--- config.mk ---
export PLATFORM = sky130hd
export DESIGN_NAME = cpu_cycle_sequencer
export DESIGN_NICKNAME = d
export VERILOG_FILES = /design/src/rtl/cpu_cycle_sequencer.sv
export SDC_FILE = /design/constraint.sdc
export NUM_CORES = 1
export LEC_CHECK = 0
export BUFFER_PORTS_ARGS = -buffer_cell sky130_fd_sc_hd__buf_4
export CELL_PAD_IN_SITES_DETAIL_PLACEMENT = 1
export CELL_PAD_IN_SITES_GLOBAL_PLACEMENT = 1
export CORE_MARGIN = 2
export CORE_UTILIZATION = 34
export DETAILED_ROUTE_END_ITERATION = 10
export PLACE_DENSITY_LB_ADDON = 0.05
export REMOVE_ABC_BUFFERS = 1
export SETUP_SLACK_MARGIN = 0.4
export SLEW_MARGIN = 15
export SYNTH_ARGS = -nofsm -noshare
export SYNTH_HDL_FRONTEND = slang
export SYNTH_SLANG_ARGS = --single-unit
--- constraint.sdc ---
create_clock -name clk -period 1.8 [get_ports clk]
set_clock_uncertainty 0.05 [all_clocks]
set_input_delay 0.27 -clock clk [delete_from_list [all_inputs] [get_ports clk]]
set_output_delay 0.27 -clock clk [all_outputs]
set_load 0.02 [all_outputs]
--- src/rtl/cpu_cycle_sequencer.sv ---
`default_nettype none
// ============================================================================
//  Module   : cpu_cycle_sequencer
//  Purpose  : Opcode register and per-instruction cycle counter for the 6502
//             core. Produces the {IR,State} index into the microcode table,
//             advancing it from the table's sequencing field, the datapath's
//             branch/page-cross status and the pending interrupt sources.
//  Revision : 1.0  initial release
// ============================================================================
module cpu_cycle_sequencer (
    input  logic       clk,
    input  logic       reset,
    input  logic       ce,
    input  logic [7:0] din,
    input  logic [1:0] mc_ctl,
    input  logic       branch_taken,
    input  logic       page_cross,
    input  logic       nmi_req,
    input  logic       irq_req,
    input  logic       irq_mask,
    output logic [7:0] IR,
    output logic [2:0] State,
    output logic       sync,
    output logic [1:0] int_kind,
    output logic       seq_err
);

    // Microcode sequencing field encodings
    localparam logic [1:0] c_CTL_ADVANCE = 2'b00;
    localparam logic [1:0] c_CTL_END     = 2'b01;
    localparam logic [1:0] c_CTL_BRANCH  = 2'b10;
    localparam logic [1:0] c_CTL_PAGE    = 2'b11;

    // Sequence source encodings
    localparam logic [1:0] c_KIND_NORMAL = 2'b00;
    localparam logic [1:0] c_KIND_IRQ    = 2'b01;
    localparam logic [1:0] c_KIND_NMI    = 2'b10;
    localparam logic [1:0] c_KIND_RESET  = 2'b11;

    localparam logic [2:0] c_STATE_FETCH = 3'd0;
    localparam logic [2:0] c_STATE_FIRST = 3'd1;
    localparam logic [2:0] c_STATE_LAST  = 3'd7;
    localparam logic [7:0] c_OP_BRK      = 8'h00;

    logic [7:0] ir_q,       ir_d;
    logic [2:0] state_q,    state_d;
    logic [1:0] kind_q,     kind_d;
    logic       seq_err_q,  seq_err_d;
    logic       nmi_pend_q, nmi_pend_d;
    logic       nmi_prev_q;

    logic       w_is_fetch;
    logic       w_nmi_edge;
    logic       w_advance;
    logic       w_nmi_taken;

    // Resolve the sequencing field and the NMI edge for this cycle
    always_comb begin
        w_is_fetch  = (state_q == c_STATE_FETCH);
        w_nmi_edge  = nmi_req & ~nmi_prev_q;
        w_nmi_taken = w_is_fetch & nmi_pend_q;
        case (mc_ctl)
            c_CTL_ADVANCE: w_advance = 1'b1;
            c_CTL_END:     w_advance = 1'b0;
            c_CTL_BRANCH:  w_advance = branch_taken;
            c_CTL_PAGE:    w_advance = page_cross;
            default:       w_advance = 1'b0;
        endcase
    end

    // Next-state selection: fetch loads opcode/interrupt, execute steps State
    always_comb begin
        ir_d      = ir_q;
        state_d   = state_q;
        kind_d    = kind_q;
        seq_err_d = seq_err_q;

        if (w_is_fetch) begin
            // mc_ctl is meaningless in the fetch cycle; always go to cycle 1
            state_d = c_STATE_FIRST;
            if (nmi_pend_q) begin
                ir_d   = c_OP_BRK;
                kind_d = c_KIND_NMI;
            end else if (irq_req && !irq_mask) begin
                ir_d   = c_OP_BRK;
                kind_d = c_KIND_IRQ;
            end else begin
                ir_d   = din;
                kind_d = c_KIND_NORMAL;
            end
        end else if (w_advance) begin
            if (state_q == c_STATE_LAST) begin
                // Microcode ran off the end of the table: force an end
                state_d   = c_STATE_FETCH;
                seq_err_d = 1'b1;
            end else begin
                state_d = state_q + 3'd1;
            end
        end else begin
            state_d = c_STATE_FETCH;
        end

        // A new edge beats consumption so a back-to-back NMI is never lost
        if (w_nmi_edge) begin
            nmi_pend_d = 1'b1;
        end else if (w_nmi_taken) begin
            nmi_pend_d = 1'b0;
        end else begin
            nmi_pend_d = nmi_pend_q;
        end
    end

    // State registers; everything, including the NMI detector, honours ce
    always_ff @(posedge clk or negedge reset) begin
        if (!reset) begin
            ir_q       <= c_OP_BRK;
            state_q    <= c_STATE_FIRST;
            kind_q     <= c_KIND_RESET;
            seq_err_q  <= 1'b0;
            nmi_pend_q <= 1'b0;
            nmi_prev_q <= 1'b0;
        end else if (ce) begin
            ir_q       <= ir_d;
            state_q    <= state_d;
            kind_q     <= kind_d;
            seq_err_q  <= seq_err_d;
            nmi_pend_q <= nmi_pend_d;
            nmi_prev_q <= nmi_req;
        end
    end

    assign IR       = ir_q;
    assign State    = state_q;
    assign int_kind = kind_q;
    assign seq_err  = seq_err_q;
    assign sync     = (state_q == c_STATE_FETCH);

endmodule
`default_nettype wire

==> results of run 1 <==
==> Yosys cell counts, drive strengths merged <==
library cell / instances
nand2: 5
nor4b: 1
dfstp: 3
nand2b: 1
nand3b: 1
nor2b: 1
nand4b: 1
nand3: 1
and2b: 1
dfrtp: 13
a21o: 1
o22ai: 2
buf: 2
o21ai: 3
o41ai: 1
o221ai: 1
nor3b: 1
a22o: 8
ha: 3
nor2: 1
mux2: 1
o21bai: 1
inv: 6
==> logic make-up (layout without fill, tap and decap cells) <==
| kind of cell | Yosys count | count (layout) | share of synthesized area |
|---|---|---|---|
| adder cells (fa/ha/maj) | 3 | 3 | 0.0509 |
| flip-flops | 16 | 16 | 0.547 |
| multiplexers | 1 | 1 | 0.0153 |
| AND/OR/NAND/NOR | 14 | 14 | 0.149 |
| AO/OA/AOI/OAI | 17 | 17 | 0.176 |
| buffers and inverters | 8 | 59 | 0.0610 |
==> final timing paths <==
check                              end  slack [ns]  cells past startpoint
min in group asynchronous        IR[1]        0.31                      2
setup / recovery                  sync        0.17                      5
setup reg to reg              State[0]        0.21                      8
max in group asynchronous  int_kind[0]        1.15                      2
hold / removal             int_kind[0]        0.10                      2
hold reg to reg             nmi_pend_q        0.43                      1
==> cell type report <==
| cell class | instances | share of cell area |
|---|---|---|
| Sequential cell | 16 | 0.316 |
| Timing Repair Buffer | 49 | 0.313 |
| Tap cell | 27 | 0.0264 |
| Inverter | 6 | 0.0176 |
| Multi-Input combinational cell | 35 | 0.298 |
| Clock buffer | 4 | 0.0284 |
==> where the power goes <==
group	internal (mW)	leakage, nW	switching [mW]	total (mW)
clock	0.123	0.0210	0.116	0.239
combinational	0.779	0.406	0.659	1.44
sequential	0.542	0.202	0.134	0.676
total	1.44	0.629	0.908	2.35
==> layer usage <==
layer / track usage / vias up / wire (um)
met4: 0.0270 / 0 / 31
li1: - / 312 / -
met2: 0.294 / 32 / 1110
met3: 0.0506 / 4 / 147
met5: 0 / - / 0
met1: 0.231 / 323 / 970
==> flip-flops by register name, indices dropped and copies added, names as in the netlist <==
signal	cells
nmi_prev_q	1
nmi_pend_q	1
seq_err	1
IR	8
State	3
int_kind	2
==> timing repair <==
| action | CTS | global route |
|---|---|---|
| buffers inserted | 11 | 3 |
| hold endpoints to repair | 16 | 0 |
| pin swaps | 2 | 13 |
| hold buffers | 1 | 0 |
| cloned | 1 | 0 |
| resized for setup | 14 | 16 |
| endpoints found under the setup margin | 13 | 17 |
==> stage by stage <==
stage / area (um2) / total power, mW / std cells
5_1_grt: 1280 / 2.48 / 137
3_3_place_gp: 997 / 1.55 / 117
4_1_cts: 1170 / 2.14 / 134
3_5_place_dp: 997 / 1.59 / 117
2_1_floorplan: 716 / 1.17 / 57
6_report: 1280 / 2.35 / 137
==> impl_metrics.json, run 1 <==
{
  "cts.sinks": 16,
  "peakVddDrop_mv": 0.934,
  "multiInputGateArea_um2": 380,
  "nets": 132,
  "hold_start": "irq_mask",
  "drc": 0,
  "hpwlAfterDp_mm": 1.41,
  "antenna_found_initial": 0,
  "final_layout_size_suffix_gt1_frac": 0.664,
  "cap_violations": 0,
  "crit_path_cell_trace": "inv_2 > ha_4 > nand2b_4 > inv_2 > buf_6",
  "period_share": 0.904,
  "synth_seq_cells": 16,
  "timing.setup.tns_ns": 0,
  "reg2reg_from": "State[0]",
  "cts-root-buf": "clkbuf_4",
  "rows": 16,
  "cp.arrival_ns": 1.31,
  "end_kind": "primary output",
  "seq_area_um2": 404,
  "insertion_delay_ns": 0.29,
  "synth.area.top_cells": "dfrtp_1, dfstp_2, a22o_1, ha_1, nor4b_4",
  "p_leak_nw": 0.629,
  "drtPass1Iterations": 3,
  "vias": 671,
  "viasPerCell": 4.90,
  "powerDensity_nw_per_um2": 1840,
  "synthesis.area_um2": 738,
  "path_common_cell": "inv_2",
  "setup-violations-final": 0,
  "max_stage_delay_ns": 0.57,
  "gp_congestion": 0.818,
  "die_area_um2": 2560,
  "holdWs_ns": 0.101,
  "critical-path-top-delay-family": "flip-flops",
  "cp-startpoint": "State[0]",
  "cts.reportedPaths.clkPinSlew_ns": 0.10,
  "cts_buffers": 3,
  "grt_pass1_vias": 677,
  "required_ns": 1.48,
  "num_antenna_cells": 0,
  "rsz0062_at_grt": "true",
  "critical_path_class": "reg -> out",
  "floorplan.die.height_um": 50.6,
  "crit_fanout": 3,
  "fillers": 216,
  "status": "finished, final reports clean",
  "io_pins": 33,
  "finalWorstPathRequiredPeriod_ns": 1.63,
  "cp_slowest_cell": "dfstp_2",
  "synthToLayoutAreaGrowth_pct": 73.1,
  "clk_path_buf_depth": 2,
  "yosysTopAreaCell": "dfrtp_1",
  "hold_path_class": "in -> reg",
  "fmax_mhz": 615,
  "netlist.area_leader.share": 0.441,
  "initial_core_util": 0.369,
  "wl_mm": 2.26,
  "critical_path_buf_inv_count": 3,
  "numPortBuffers": 32,
  "pre_cts_slack_ns": 0.215,
  "grt_remaining_overflow": 0,
  "utilization": 0.638,
  "final_common_cell": "buf_4",
  "layout_common_cells": "buf_4, dfrtp_1, a22o_1, buf_6, nand2_1",
  "synthCells": 59,
  "seq_area_frac_synth": 0.547,
  "grt_pass1_wl_mm": 3.27,
  "fp.coreArea_um2": 2000,
  "wire_per_inst_um": 16.5,
  "ys_types": 23,
  "setup_ws_ns": 0.173,
  "drt_iter0_drc": 4,
  "ant_nets": 0,
  "htreeDepth": 1,
  "grt_max_degree": 17,
  "hold_violations": 0,
  "relSlewSlack": 0.771,
  "crit_path_start_kind": "flop",
  "worstMarginPinSlew_ns": 0.342,
  "ys.warnings.count": 0,
  "drv_slew": 0,
  "syn_area_per_cell_um2": 12.5,
  "dieWidth_um": 50.6,
  "grt_usage": 0.176,
  "cts_tree": "built"
}
(Power assumes the default switching activity.)
==> run 2: changes to the inputs <==
- GPL_TIMING_DRIVEN: default -> 0
- RECOVER_POWER: default -> 25
==> impl_metrics.json, run 2 (same netlist as run 1, synthesis figures left out) <==
{
  "status": "finished, final reports clean",
  "cts_buffers": 3,
  "synthToLayoutAreaGrowth_pct": 72.0,
  "cts-root-buf": "clkbuf_4",
  "ant_nets": 0,
  "initial_core_util": 0.369,
  "required_ns": 1.97,
  "rr_worst_depth": 6,
  "worstMarginPinSlew_ns": 0.843,
  "crit_path_cell_trace": "inv_2 > ha_4 > buf_4 > nand3b_1 > buf_4 > mux2_4",
  "antenna_found_initial": 0,
  "nets": 133,
  "drv_slew": 0,
  "viasPerCell": 4.89,
  "cts.reportedPaths.clkPinSlew_ns": 0.10,
  "fp.coreArea_um2": 2000,
  "insertion_delay_ns": 0.29,
  "crit_path_start_kind": "flop",
  "timing.rr.end": "int_kind[1]",
  "peakVddDrop_mv": 0.844,
  "num_antenna_cells": 0,
  "utilization": 0.634,
  "vias": 675,
  "hold_path_class": "in -> reg",
  "min_path_cells": 2,
  "final_cell_area_um2": 1270,
  "grt_pass1_wl_mm": 3.10,
  "rows": 16,
  "finalWorstPathRequiredPeriod_ns": 1.62,
  "layout_common_cells": "buf_4, dfrtp_1, a22o_1",
  "timing.setup.tns_ns": 0,
  "holdPathEnd": "int_kind[0]",
  "drtPass1Iterations": 2,
  "crit_fanout": 3,
  "drt_iter0_drc": 6,
  "clk_path_buf_depth": 2,
  "cts.sinks": 16,
  "path_common_cell": "buf_4",
  "dieWidth_um": 50.6,
  "period_share": 0.900,
  "cp_slowest_cell": "dfstp_2",
  "p_leak_nw": 0.639,
  "htreeDepth": 1,
  "pre_cts_slack_ns": -0.0162,
  "hold_violations": 0,
  "rsz0062_at_grt": "true",
  "hold_start": "irq_mask",
  "largest_reg_flops": 8,
  "setup-violations-final": 0,
  "grt_remaining_overflow": 0,
  "grt_pass1_vias": 655,
  "numPortBuffers": 32,
  "relSlewSlack": 0.438,
  "grt_usage": 0.166,
  "cts_tree": "built",
  "drc": 0,
  "setup_ws_ns": 0.180,
  "fmax_mhz": 617,
  "hpwlAfterDp_mm": 1.36,
  "r2r_slack_ns": 0.18,
  "max_stage_delay_ns": 0.55,
  "cp-startpoint": "State[0]",
  "cp.arrival_ns": 1.79,
  "final_common_cell": "buf_4",
  "wl_mm": 2.45,
  "powerDensity_nw_per_um2": 1870,
  "floorplan.die.height_um": 50.6,
  "end_kind": "flop",
  "grt_max_degree": 17,
  "cap_violations": 0,
  "io_pins": 33,
  "gp_congestion": 0.731,
  "die_area_um2": 2560,
  "p_total_mw": 2.38,
  "reg2reg_from": "State[0]",
  "critical_path_class": "reg -> reg",
  "final_layout_size_suffix_gt1_frac": 0.631,
  "wire_per_inst_um": 17.7,
  "placed_cell_area_um2": 990
}
## run 2: cell type report
cell class                      count  area, um2
Multi-Input combinational cell     35        373
Fill cell                         228        732
Timing Repair Buffer               50        400
Clock buffer                        4       36.3
Sequential cell                    16        404
Inverter                            6       22.5
Tap cell                           27       33.8
## run 2: what timing repair did
| item | in CTS | in global routing |
|---|---|---|
| endpoints found under the hold margin | 13 | 0 |
| hold buffers | 1 | 0 |
| pin swaps | 9 | 4 |
| resized for setup | 12 | 13 |
| endpoints found under the setup margin | 14 | 17 |
| setup buffers | 10 | 7 |
## run 2: critical path, delay by kind of cell (launching register included)
family                   cells  cell delay (ns)
flip-flops                   1             0.55
buffers and inverters        3             0.34
multiplexers                 1             0.30
adder cells (fa/ha/maj)      1             0.16
AND/OR/NAND/NOR              1             0.15
## run 2: worst max-delay path by stage
stage | endpoint | slack (ns) | depth (start not counted)
2_1_floorplan | int_kind[1] | 0.10 | 4
3_3_place_gp | int_kind[1] | 0.008 | 4
3_5_place_dp | int_kind[1] | -0.02 | 4
4_1_cts | sync | 0.19 | 5
5_1_grt | sync | 0.14 | 5
6_report | int_kind[1] | 0.18 | 6
## run 2: power breakdown
part	internal (mW)	switching, mW	total [mW]
Clock	0.123	0.115	0.239
Sequential	0.542	0.143	0.685
Combinational	0.782	0.673	1.46
## run 2: routing by layer
layer  wire (um)  track usage  up-vias
met4           0       0.0541        0
met1        1040        0.210      332
met5           0            0        -
met2        1230        0.276       30
met3         177       0.0417        0
li1            -            -      313
## run 2: stage by stage
| step | hold WS [ns] | std cells |
|---|---|---|
| final | 0.112 | 138 |
| after global routing | 0.0875 | 138 |
| after CTS | 0.106 | 131 |
| after detailed placement | 0.0907 | 116 |
| after global placement | 0.0909 | 116 |
| after floorplan | -0.0756 | 57 |
